### src/rtl/pwm_duty_pkg.sv
// pwm_duty_pkg: shared constants for the PWM duty controller.
//   DUTY_MAX / DUTY_W : duty range (0..100 %) and register width
//   SEG_BLANK         : all segments off (active-low)
//   SEG_LUT           : active-low {g,f,e,d,c,b,a} codes for digits 0..9
//   seg_of()          : digit -> segment code, non-decimal input shows blank
package pwm_duty_pkg;

  localparam int         DUTY_MAX  = 100;
  localparam int         DUTY_W    = 7;
  localparam logic [6:0] SEG_BLANK = 7'b1111111;

  // Indexed by digit value; entry 9 is listed first (packed MSB).
  localparam logic [9:0][6:0] SEG_LUT = {
    7'b0010000,  // 9
    7'b0000000,  // 8
    7'b1111000,  // 7
    7'b0000010,  // 6
    7'b0010010,  // 5
    7'b0011001,  // 4
    7'b0110000,  // 3
    7'b0100100,  // 2
    7'b1111001,  // 1
    7'b1000000   // 0
  };

  function automatic logic [6:0] seg_of(input logic [3:0] d);
    if (d > 4'd9) return SEG_BLANK;
    return SEG_LUT[d];
  endfunction

endpackage

### src/rtl/seg7_dec.sv
// seg7_dec: one BCD digit to a 7-segment display, active-low segments.
//   bcd_i   [3:0] digit 0..9
//   blank_i       force all segments off
//   seg_o   [6:0] {g,f,e,d,c,b,a}, 0 = lit
module seg7_dec
  import pwm_duty_pkg::*;
(
  input  logic [3:0] bcd_i,
  input  logic       blank_i,
  output logic [6:0] seg_o
);

  assign seg_o = blank_i ? SEG_BLANK : seg_of(bcd_i);

endmodule

### src/rtl/pwm_duty_ctrl.sv
// pwm_duty_ctrl: board-level PWM duty controller.
//   SW[0] enables the output, rising edges on SW[1]/SW[2] step the duty
//   up/down by STEP percent (saturating 0..100). The duty is shown in decimal
//   on HEX2..HEX0 with leading-zero blanking; all digits blank while disabled.
// Ports:
//   clk      system clock (rising edge)
//   rst_n    asynchronous active-low reset
//   SW[2:0]  raw switches: [0]=enable level, [1]=up, [2]=down
//   pwm_out  registered PWM output, period 100*CLK_DIV clk
//   HEX0/1/2 units/tens/hundreds digit, active-low {g,f,e,d,c,b,a}
// Build option:
//   PWM_DEBOUNCE_EN : SW[1]/SW[2] must be stable DEB_CYCLES clocks after
//                     synchronisation before an edge is recognised.
module pwm_duty_ctrl
  import pwm_duty_pkg::*;
#(
  parameter int STEP        = 10,
  parameter int CLK_DIV     = 1,
  parameter int SYNC_STAGES = 2,
  parameter int DEB_CYCLES  = 16
) (
  input  logic       clk,
  input  logic       rst_n,
  input  logic [2:0] SW,
  output logic       pwm_out,
  output logic [6:0] HEX0,
  output logic [6:0] HEX1,
  output logic [6:0] HEX2
);

  localparam logic [DUTY_W-1:0] STEP_V = DUTY_W'(STEP);
  localparam logic [DUTY_W-1:0] MAX_V  = DUTY_W'(DUTY_MAX);
  localparam int                DIV_W  = (CLK_DIV > 1) ? $clog2(CLK_DIV) : 1;

  if (SYNC_STAGES < 2 || DEB_CYCLES < 1 || CLK_DIV < 1) begin : g_bad_param
    $error("pwm_duty_ctrl: illegal parameter value");
  end

  // ---------------- switch synchronizer ----------------
  logic [SYNC_STAGES-1:0][2:0] sync_q;
  logic [2:0]                  sw_s;
  logic                        en;

  always_ff @(posedge clk or negedge rst_n) begin
    if (!rst_n) sync_q <= '0;
    else        sync_q <= {sync_q[SYNC_STAGES-2:0], SW};
  end

  assign sw_s = sync_q[SYNC_STAGES-1];
  assign en   = sw_s[0];

  // ---------------- optional debounce ----------------
  // lvl[0] = up switch level, lvl[1] = down switch level
  logic [1:0] lvl;

`ifdef PWM_DEBOUNCE_EN
  localparam int DEB_W = $clog2(DEB_CYCLES + 1);
  logic [1:0][DEB_W-1:0] deb_cnt_q;
  logic [1:0]            deb_q;

  // Counter runs only while the synced level disagrees with the debounced
  // one; any agreement restarts the stability window.
  always_ff @(posedge clk or negedge rst_n) begin
    if (!rst_n) begin
      deb_cnt_q <= '0;
      deb_q     <= '0;
    end else begin
      for (int i = 0; i < 2; i++) begin
        if (sw_s[i+1] == deb_q[i]) begin
          deb_cnt_q[i] <= '0;
        end else if (deb_cnt_q[i] == DEB_W'(DEB_CYCLES - 1)) begin
          deb_q[i]     <= sw_s[i+1];
          deb_cnt_q[i] <= '0;
        end else begin
          deb_cnt_q[i] <= deb_cnt_q[i] + 1'b1;
        end
      end
    end
  end

  assign lvl = deb_q;
`else
  assign lvl = sw_s[2:1];
`endif

  // ---------------- edge detect ----------------
  logic [1:0] lvl_q;
  logic [1:0] rise;
  logic       up, dn;

  always_ff @(posedge clk or negedge rst_n) begin
    if (!rst_n) lvl_q <= '0;
    else        lvl_q <= lvl;
  end

  assign rise = lvl & ~lvl_q;
  // Simultaneous up and down cancel out.
  assign up   = en & rise[0] & ~rise[1];
  assign dn   = en & rise[1] & ~rise[0];

  // ---------------- duty register ----------------
  logic [DUTY_W-1:0] duty_q, duty_d;

  always_comb begin
    duty_d = duty_q;
    if (up)      duty_d = (duty_q >= MAX_V - STEP_V) ? MAX_V : duty_q + STEP_V;
    else if (dn) duty_d = (duty_q < STEP_V) ? '0 : duty_q - STEP_V;
  end

  always_ff @(posedge clk or negedge rst_n) begin
    if (!rst_n) duty_q <= '0;
    else        duty_q <= duty_d;
  end

  // ---------------- PWM ----------------
  logic [DIV_W-1:0]  div_q;
  logic              tick;
  logic [DUTY_W-1:0] cnt_q;
  logic              pwm_q;

  assign tick = (div_q == DIV_W'(CLK_DIV - 1));

  always_ff @(posedge clk or negedge rst_n) begin
    if (!rst_n) begin
      div_q <= '0;
      cnt_q <= '0;
      pwm_q <= 1'b0;
    end else begin
      div_q <= tick ? '0 : div_q + 1'b1;
      if (tick) cnt_q <= (cnt_q == MAX_V - 1'b1) ? '0 : cnt_q + 1'b1;
      // Compared against live duty: a change applies mid-period.
      pwm_q <= en && (cnt_q < duty_q);
    end
  end

  assign pwm_out = pwm_q;

  // ---------------- BCD split + display ----------------
  logic              hund;
  logic [DUTY_W-1:0] rem;
  logic [3:0]        tens;
  logic [2:0][3:0]   bcd;
  logic [2:0]        blank;
  logic [2:0][6:0]   seg;

  assign hund = (duty_q >= MAX_V);
  assign rem  = hund ? duty_q - MAX_V : duty_q;
  assign tens = 4'(rem / DUTY_W'(10));

  assign bcd[2] = {3'b000, hund};
  assign bcd[1] = tens;
  assign bcd[0] = 4'(rem % DUTY_W'(10));

  assign blank[2] = ~en | ~hund;
  assign blank[1] = ~en | (~hund & (tens == 4'd0));
  assign blank[0] = ~en;

  for (genvar g = 0; g < 3; g++) begin : g_dig
    seg7_dec u_seg (
      .bcd_i   (bcd[g]),
      .blank_i (blank[g]),
      .seg_o   (seg[g])
    );
  end

  assign HEX0 = seg[0];
  assign HEX1 = seg[1];
  assign HEX2 = seg[2];

endmodule

### config.mk
export PLATFORM = sky130hd
export DESIGN_NAME = pwm_duty_ctrl
export DESIGN_NICKNAME = d
export VERILOG_FILES = /design/src/rtl/pwm_duty_pkg.sv /design/src/rtl/seg7_dec.sv /design/src/rtl/pwm_duty_ctrl.sv
export SDC_FILE = /design/constraint.sdc
export NUM_CORES = 1
export LEC_CHECK = 0
export ABC_AREA = 1
export BUFFER_PORTS_ARGS = -buffer_cell sky130_fd_sc_hd__buf_2
export CAP_MARGIN = 5
export CORE_UTILIZATION = 63
export CTS_CLUSTER_DIAMETER = 150
export CTS_CLUSTER_SIZE = 14
export DETAILED_ROUTE_END_ITERATION = 16
export GPL_ROUTABILITY_DRIVEN = 0
export GPL_TIMING_DRIVEN = 0
export MAX_ROUTING_LAYER = met4
export PLACE_DENSITY = 0.86
export SYNTH_ARGS = -nofsm -noshare
export SYNTH_HDL_FRONTEND = slang
export SYNTH_SLANG_ARGS = --single-unit
### constraint.sdc
create_clock -name clk -period 12.2 [get_ports clk]
set_input_delay 2.44 -clock clk [delete_from_list [all_inputs] [get_ports clk]]
set_output_delay 2.44 -clock clk [all_outputs]
set_load 0.05 [all_outputs]
==> impl_metrics.ini, run 1 <==
[run_status]
status = finished, final reports clean

[logic_synthesis]
yosys.area.top_type_share_pct = 26.0
synth_top_area_cell = dfrtp_1
yosysSeqAreaShare_pct = 26.0
syn_area_per_cell_sq_um = 7.39
netlist_area_sq_mm = 0.00212
synth_warnings = 0
ys_seq_elements = 22
syn_inst = 287
ys_top_cells_by_area = dfrtp_1 26%, ha_1 11%, nand2_1 9.9%
synth.distinct_cells = 37

[die]
die_w_microns = 60.0
dieArea_sq_mm = 0.00360
initial_utilization_pct = 67.8
core.rowCount = 20
num_io_pins = 27
core_area_sq_mm = 0.00313
die_y_microns = 60.0

[timing]
maxSlewViolCount = 0
timing.setup.tns_ps = 0
rsz0062_at_grt = false
worst_slack_ps = 5480
fin_worst_skew_ps = 7.41
slew_headroom_pct = 59.1
post-route-min-period_ps = 6720
tightest_slew_ps = 607
setup_viol = 0
fin_hold_ws_ps = 371
finalCritPeriodShare_pct = 55.1
hold_viol_final = 0
fmax_mhz = 149

[routing]
wl_met1_mm = 1.73
drtAntennaViolNets = 0
wl_met3_microns = 115
highest_layer = met4
wl_met2_mm = 2.14
vias = 1924
firstDrtPassIters = 4
wl_per_cell_microns = 11.2
drc = 0
via_per_inst = 5.34
drt_iter0_drc = 67
drt-total-wl_mm = 4.02

[final_layout]
layout_common_cells = 56 x nand2_1, 34 x inv_1, 34 x nand3_1
drive_above_1_share_pct = 27.5
num-nets-final = 341
fillers = 256
finalInstanceArea_sq_mm = 0.00235
multi_input_area_sq_mm = 0.00133
final_common_cell = nand2_1
synthToLayoutAreaGrowth_pct = 10.7
diodes = 0
seq_area_sq_um = 551

[placement]
pre_cts_ws_ps = 5830
io_buffers = 21
dp_hpwl_mm = 3.24
placed_cell_area_sq_mm = 0.00230

[flow_run]
max_cap_viol_count = 0

[clock_network]
root_buffer = clkbuf_4
numCtsBuffers = 3
htree_levels = 1
clk_path_buf_depth = 2
cts_tree = done
holdBufCountCts = 0
clkTransAtPathRegs_ps = 120
clk_latency_ps = 310
cts_resized = 0
cts_sinks = 22
post_cts_buffers = 0

[critical_path]
crit_path_max_fanout = 9
crit_slowest_cell = dfrtp_1
worst_path_most_repeated_cell = nand2_1
crit_family = simple AND/OR/NAND/NOR gates
arrival_ps = 4280
slowest_delay_ps = 530
endpoint_kind = output pin
path_class = reg -> out
worstSetupStartpointType = flip-flop
critPathRequiredTime_ps = 9760
worst-path-buf-inv = 7

[global_route]
grt_start_max_net_pins = 23
grt_overflow = 0
antenna_found_initial = 0
grt_pass1_wl_mm = 6.69
first_global_vias = 1658
grt.total_usage_pct = 25.0

[min_path]
min_path_type = reg -> reg
[logic make-up after synthesis]
group / share of synthesized area, %
other cells: 0.177
buf+inv: 12.0
xor+xnor: 1.24
compound gates: 9.20
fa+ha+maj: 11.2
simple gates: 40.2
flops: 26.0
[final cells by class]
cell class | instances | area share [%]
Clock inverter | 1 | 1.28
Buffer | 10 | 3.36
Timing Repair Buffer | 21 | 4.48
Tap cell | 44 | 2.34
Inverter | 45 | 7.46
Multi-Input combinational cell | 214 | 56.7
Sequential cell | 22 | 23.4
Clock buffer | 3 | 0.959
[worst register-to-register path: cells and delay by family (launching register included)]
kind            cells  cell delay (ps)
buf+inv             4              510
fa+ha+maj           1              240
simple gates        3              250
compound gates      4              480
flops               1              500
[per-layer routing]
metal / up-vias / GRT usage [%]
li1: 987 / -
met1: 888 / 29.4
met2: 43 / 45.6
met3: 6 / 2.16
met4: 0 / 6.64
met5: - / -
[path summary, 6_finish.rpt]
| kind | cells after the start | slack, ps | endpoint | startpoint |
|---|---|---|---|---|
| max | 29 | 5480 | HEX1[4] | duty_q[1] |
| min | 0 | 370 | sw_s[0] | sync_q[0] |
| max reg2reg | 12 | 10160 | duty_q[3] | duty_q[1] |
| min reg2reg | 0 | 370 | sw_s[0] | sync_q[0] |
| max in group asynchronous | 1 | 9810 | duty_q[2] | rst_n |
| min in group asynchronous | 1 | 2060 | cnt_q[0] | rst_n |
[registers in the layout, summed over array words and instances, names as in the netlist]
signal,cells
lvl_q,2
cnt_q,7
pwm_out,1
duty_q,6
sync_q,3
sw_s,3
[metrics by stage]
stage          std cells  util [%]
2_1_floorplan        291         -
6_report             360      75.1
4_1_cts              360      75.1
3_3_place_gp         356      73.4
5_1_grt              360      75.1
3_5_place_dp         356      73.4
[synthesized netlist by cell type (all sizes together)]
master  instances
nor3            3
a211oi          1
ha             19
nor4            1
nor2           18
o21ai          10
nand2          83
a22oi           2
clkinv          1
clkbuf          1
dfrtp          22
nand3b          1
xor2            2
inv            44
conb            1
nand4           5
buf             9
a32oi           2
a21oi          10
a31o            1
xnor2           1
nand3          43
or2             2
a31oi           2
o31ai           1
o211ai          2
Power of run 1 is left out: the tool's default activity adds up to more than one toggle a clock period on the data nets, which glitch-free logic cannot reach.
==> run 2, diff against run 1 <==
--- a/config.mk
+++ b/config.mk
@@ -8,14 +8,14 @@
 export ABC_AREA = 1
 export BUFFER_PORTS_ARGS = -buffer_cell sky130_fd_sc_hd__buf_2
 export CAP_MARGIN = 5
-export CORE_UTILIZATION = 63
+export CORE_UTILIZATION = 58
 export CTS_CLUSTER_DIAMETER = 150
 export CTS_CLUSTER_SIZE = 14
 export DETAILED_ROUTE_END_ITERATION = 16
 export GPL_ROUTABILITY_DRIVEN = 0
 export GPL_TIMING_DRIVEN = 0
 export MAX_ROUTING_LAYER = met4
-export PLACE_DENSITY = 0.86
+export PLACE_DENSITY = 0.8
 export SYNTH_ARGS = -nofsm -noshare
 export SYNTH_HDL_FRONTEND = slang
 export SYNTH_SLANG_ARGS = --single-unit
==> constraint.sdc (replaced) <==
create_clock -name clk -period 6.19 [get_ports clk]
set_input_delay 1.238 -clock clk [delete_from_list [all_inputs] [get_ports clk]]
set_output_delay 1.238 -clock clk [all_outputs]
set_load 0.05 [all_outputs]
==> run 2 against run 1 <==
  * Critical path depth unchanged
  * Global-route usage down 3.4 points
  * Clock-buffer cell count unchanged
  * Largest cell class unchanged
  * Non-clock buffer count unchanged
  * Routed wire length down 3.8%
  * Register-to-register slack worse by 6000 ps
==> impl_metrics.ini, run 2 (synthesized netlist as in run 1, its figures left out) <==
[clock_network]
numCtsBuffers = 3
cts_sinks = 22
root_buffer = clkbuf_4
clkTransAtPathRegs_ps = 120
htree_levels = 1
cts_tree = done
holdBufCountCts = 0
clk_latency_ps = 310
cts_resized = 0
post_cts_buffers = 0
clk_path_buf_depth = 2

[die]
dieArea_sq_mm = 0.00390
die_y_microns = 62.5
die_w_microns = 62.5
initial_utilization_pct = 62.1
core.rowCount = 21
num_io_pins = 27
core_area_sq_mm = 0.00342

[final_layout]
final_cells = 362
num-nets-final = 341
final_common_cell = nand2_1
fillers = 287
top_regs = cnt_q (7), duty_q (6)
diodes = 0
regMostFlops = cnt_q
largest_reg_flops = 7
layout_common_cells = 56 x nand2_1, 34 x inv_1, 34 x nand3_1
drive_above_1_share_pct = 27.5
synthToLayoutAreaGrowth_pct = 10.9

[routing]
drt_iter0_drc = 73
drc = 0
via_per_inst = 5.19
drtAntennaViolNets = 0
wl_per_cell_microns = 10.7
drt-total-wl_mm = 3.86
vias = 1879
firstDrtPassIters = 4

[flow_run]
max_cap_viol_count = 0

[timing]
fin_worst_skew_ps = 8.67
post-route-min-period_ps = 5580
timing.setup.tns_ps = 0
maxSlewViolCount = 0
rsz0062_at_grt = false
tightest_slew_ps = 669
hold_viol_final = 0
finalCritPeriodShare_pct = 90.1
slew_headroom_pct = 55.0
setup_viol = 0
fmax_mhz = 179

[global_route]
first_global_vias = 1663
grt_pass1_wl_mm = 6.80
antenna_found_initial = 0
grt_start_max_net_pins = 23
grt.total_usage_pct = 21.6
grt_overflow = 0

[critical_path]
arrival_ps = 4340
worst_path_most_repeated_cell = nand2_1
rr_worst_depth = 9
crit_path_max_fanout = 9
crit_family = simple AND/OR/NAND/NOR gates
crit_cells = 29
critPathRequiredTime_ps = 4950
r2r_end = duty_q[3]
crit_slowest_cell = dfrtp_1
crit_start = duty_q[1]
critPathCapture = HEX1[4]
slowest_delay_ps = 520
reg2reg_from = duty_q[1]
worstSetupStartpointType = flip-flop
path_class = reg -> out
endpoint_kind = output pin
rrSetupSlack_ps = 4140
worst-path-buf-inv = 7

[min_path]
min_path_type = reg -> reg

[placement]
dp.cells = 358
dp_hpwl_mm = 3.13
io_buffers = 21

[run_status]
status = finished, final reports clean
run 2: area by class of cell:
type                            count  area [sq um]  share of cell area, %
Timing Repair Buffer               21           105                   4.47
Tap cell                           46          57.6                   2.45
Clock buffer                        3          22.5                  0.958
Buffer                             10          78.8                   3.35
Clock inverter                      1          30.0                   1.28
Multi-Input combinational cell    214          1330                   56.6
Sequential cell                    22           551                   23.4
Inverter                           45           175                   7.45
run 2: worst min-delay path by stage:
stage / depth (start not counted) / slack, ps / start / end
floorplan: 0 / 330 / sync_q[0] / sw_s[0]
global placement: 0 / 330 / sync_q[1] / sw_s[1]
detailed placement: 0 / 340 / sync_q[0] / sw_s[0]
CTS: 0 / 370 / sync_q[0] / sw_s[0]
global route: 0 / 370 / sync_q[0] / sw_s[0]
finish: 0 / 360 / sync_q[0] / sw_s[0]
run 2: per-stage QoR:
step                setup WS (ps)  hold slack, ps  instance area (sq um)  util, %
floorplan                    1360             331                   2140        -
global placement             1090             333                   2300     67.3
detailed placement            964             337                   2300     67.3
CTS                           603             365                   2350     68.8
global route                  233             374                   2350     68.8
finish                        614             364                   2350     68.8
run 2: routing by layer:
layer  GRT usage [%]  vias up  routed length [microns]
met2            37.0       32                     1800
li1                -      986                        -
met4            3.20        0                       28
met1            27.2      857                     1870
met3            3.83        4                      162
met5               -        -                        0
Power of run 2 is left out for the same reason.
==> run 3, diff against run 2 <==
--- a/config.mk
+++ b/config.mk
@@ -8,14 +8,15 @@
 export ABC_AREA = 1
 export BUFFER_PORTS_ARGS = -buffer_cell sky130_fd_sc_hd__buf_2
 export CAP_MARGIN = 5
-export CORE_UTILIZATION = 58
+export CORE_UTILIZATION = 55
 export CTS_CLUSTER_DIAMETER = 150
 export CTS_CLUSTER_SIZE = 14
 export DETAILED_ROUTE_END_ITERATION = 16
 export GPL_ROUTABILITY_DRIVEN = 0
 export GPL_TIMING_DRIVEN = 0
 export MAX_ROUTING_LAYER = met4
-export PLACE_DENSITY = 0.8
+export PLACE_DENSITY = 0.76
+export SLEW_MARGIN = 20
 export SYNTH_ARGS = -nofsm -noshare
 export SYNTH_HDL_FRONTEND = slang
 export SYNTH_SLANG_ARGS = --single-unit
==> run 3 against run 2 <==
  * Sequential share of layout area fell by 0.21 points
  * Worst hold slack worse by 8.1 ps
  * Cell area is 0.91% higher
  * Clock-buffer cell count stayed put
  * Fmax up 2.8%
  * First-iteration DRC count is 51% higher
  * Via count decreased by 2.2%
  * Die area rose by 5.3%
  * Routed wire length decreased by 3.4%
  * Non-clock buffer count stayed put
  * Sequential cell count stayed put
  * Setup slack gained 150 ps
  * Largest cell class unchanged
  * Highest routed layer unchanged
==> impl_metrics.ini, run 3 (synthesized netlist as in run 1, its figures left out) <==
[routing]
drt_iter0_drc = 110
via_per_inst = 5.05
firstDrtPassIters = 4
drc = 0
vias = 1838
wl_per_cell_microns = 10.2
drt-total-wl_mm = 3.73
drtAntennaViolNets = 0

[timing]
slew_headroom_pct = 59.8
hold_viol_final = 0
post-route-min-period_ps = 5420
finalCritPeriodShare_pct = 87.6
fin_worst_skew_ps = 2.99
tightest_slew_ps = 598
timing.setup.tns_ps = 0
setup_viol = 0
fin_hold_ws_ps = 356
rsz0062_at_grt = false
maxSlewViolCount = 0
fmax_mhz = 184

[critical_path]
crit_start = duty_q[1]
worst_path_most_repeated_cell = nand2_2
slowest_delay_ps = 510
crit_path_max_fanout = 9
arrival_ps = 4190
critPathRequiredTime_ps = 4950
worstSetupStartpointType = flip-flop
crit_slowest_cell = dfrtp_1
endpoint_kind = output pin
reg2reg_from = duty_q[1]
path_class = reg -> out

[placement]
dp_hpwl_mm = 2.99
io_buffers = 21

[clock_network]
clk_latency_ps = 260
cts_tree = done
root_buffer = clkbuf_8
htree_levels = 1
clkTransAtPathRegs_ps = 70
numCtsBuffers = 3
cts_sinks = 22
cts_resized = 0
post_cts_buffers = 0
holdBufCountCts = 0
clk_path_buf_depth = 2

[final_layout]
num-nets-final = 341
largest_reg_flops = 7
regMostFlops = cnt_q
top_regs = cnt_q (7), duty_q (6)
diodes = 0
layout_common_cells = 56 x nand2_1, 34 x inv_1, 34 x nand3_1
drive_above_1_share_pct = 27.5
synthToLayoutAreaGrowth_pct = 11.9
final_common_cell = nand2_1

[die]
die_y_microns = 64.1
num_io_pins = 27
initial_utilization_pct = 57.5
core.rowCount = 22
core_area_sq_mm = 0.00369
die_w_microns = 64.1
dieArea_sq_mm = 0.00411

[global_route]
met3_usage_pct = 1.07
top_usage_layer = met2
grt_start_max_net_pins = 23
grt_util_met2_pct = 38.8
first_global_vias = 1671
grt_overflow = 0
use_met1_pct = 26.6
grt.total_usage_pct = 21.5
antenna_found_initial = 0
grt_pass1_wl_mm = 6.98

[min_path]
min_path_type = reg -> reg
min-delay-start = sync_q[0]

[run_status]
status = finished, final reports clean

[flow_run]
max_cap_viol_count = 0
-- run 3: cell counts in the layout (fill, tap and decap cells not counted) --
No cell type changed its count.
-- run 3: stage by stage --
stage	setup WS (ps)	cell area [sq um]	util (%)	cells
6_report	766	2370	64.3	364
5_1_grt	316	2370	64.3	364
4_1_cts	738	2370	64.3	364
3_5_place_dp	1030	2300	62.4	360
3_3_place_gp	1070	2300	62.4	360
2_1_floorplan	1360	2140	-	291
-- run 3: critical path, delay by kind of cell, from the launching register on --
kind	cells	cell delay (ps)
simple gates	19	1720
flops	1	510
fa+ha+maj	3	610
compound gates	1	120
buf+inv	8	970
-- run 3: final cells by class --
| cell class | instances | area [sq um] |
|---|---|---|
| plain buffers | 10 | 78.8 |
| clock buffers | 3 | 41.3 |
| clock inverters | 1 | 30.0 |
| fillers | 328 | 1320 |
| inverters | 45 | 175 |
| multi-input cells | 214 | 1330 |
| flip-flops and latches | 22 | 551 |
| well taps | 48 | 60.1 |
| repair buffers | 21 | 105 |
-- run 3: worst paths after layout --
check,end,slack [ps],depth (start not counted)
hold / removal,sw_s[0],360,0
max in group asynchronous,duty_q[1],4960,1
setup reg to reg,duty_q[4],4160,9
min in group asynchronous,cnt_q[0],920,1
setup / recovery,HEX1[4],770,31
hold reg to reg,sw_s[0],360,0
-- run 3: metal layers --
metal,share of wire (%),vias to the layer above
met5,0,-
met4,0.83,0
met3,3.1,7
met2,49,40
met1,47,806
li1,-,985
Power of run 3 is left out for the same reason.
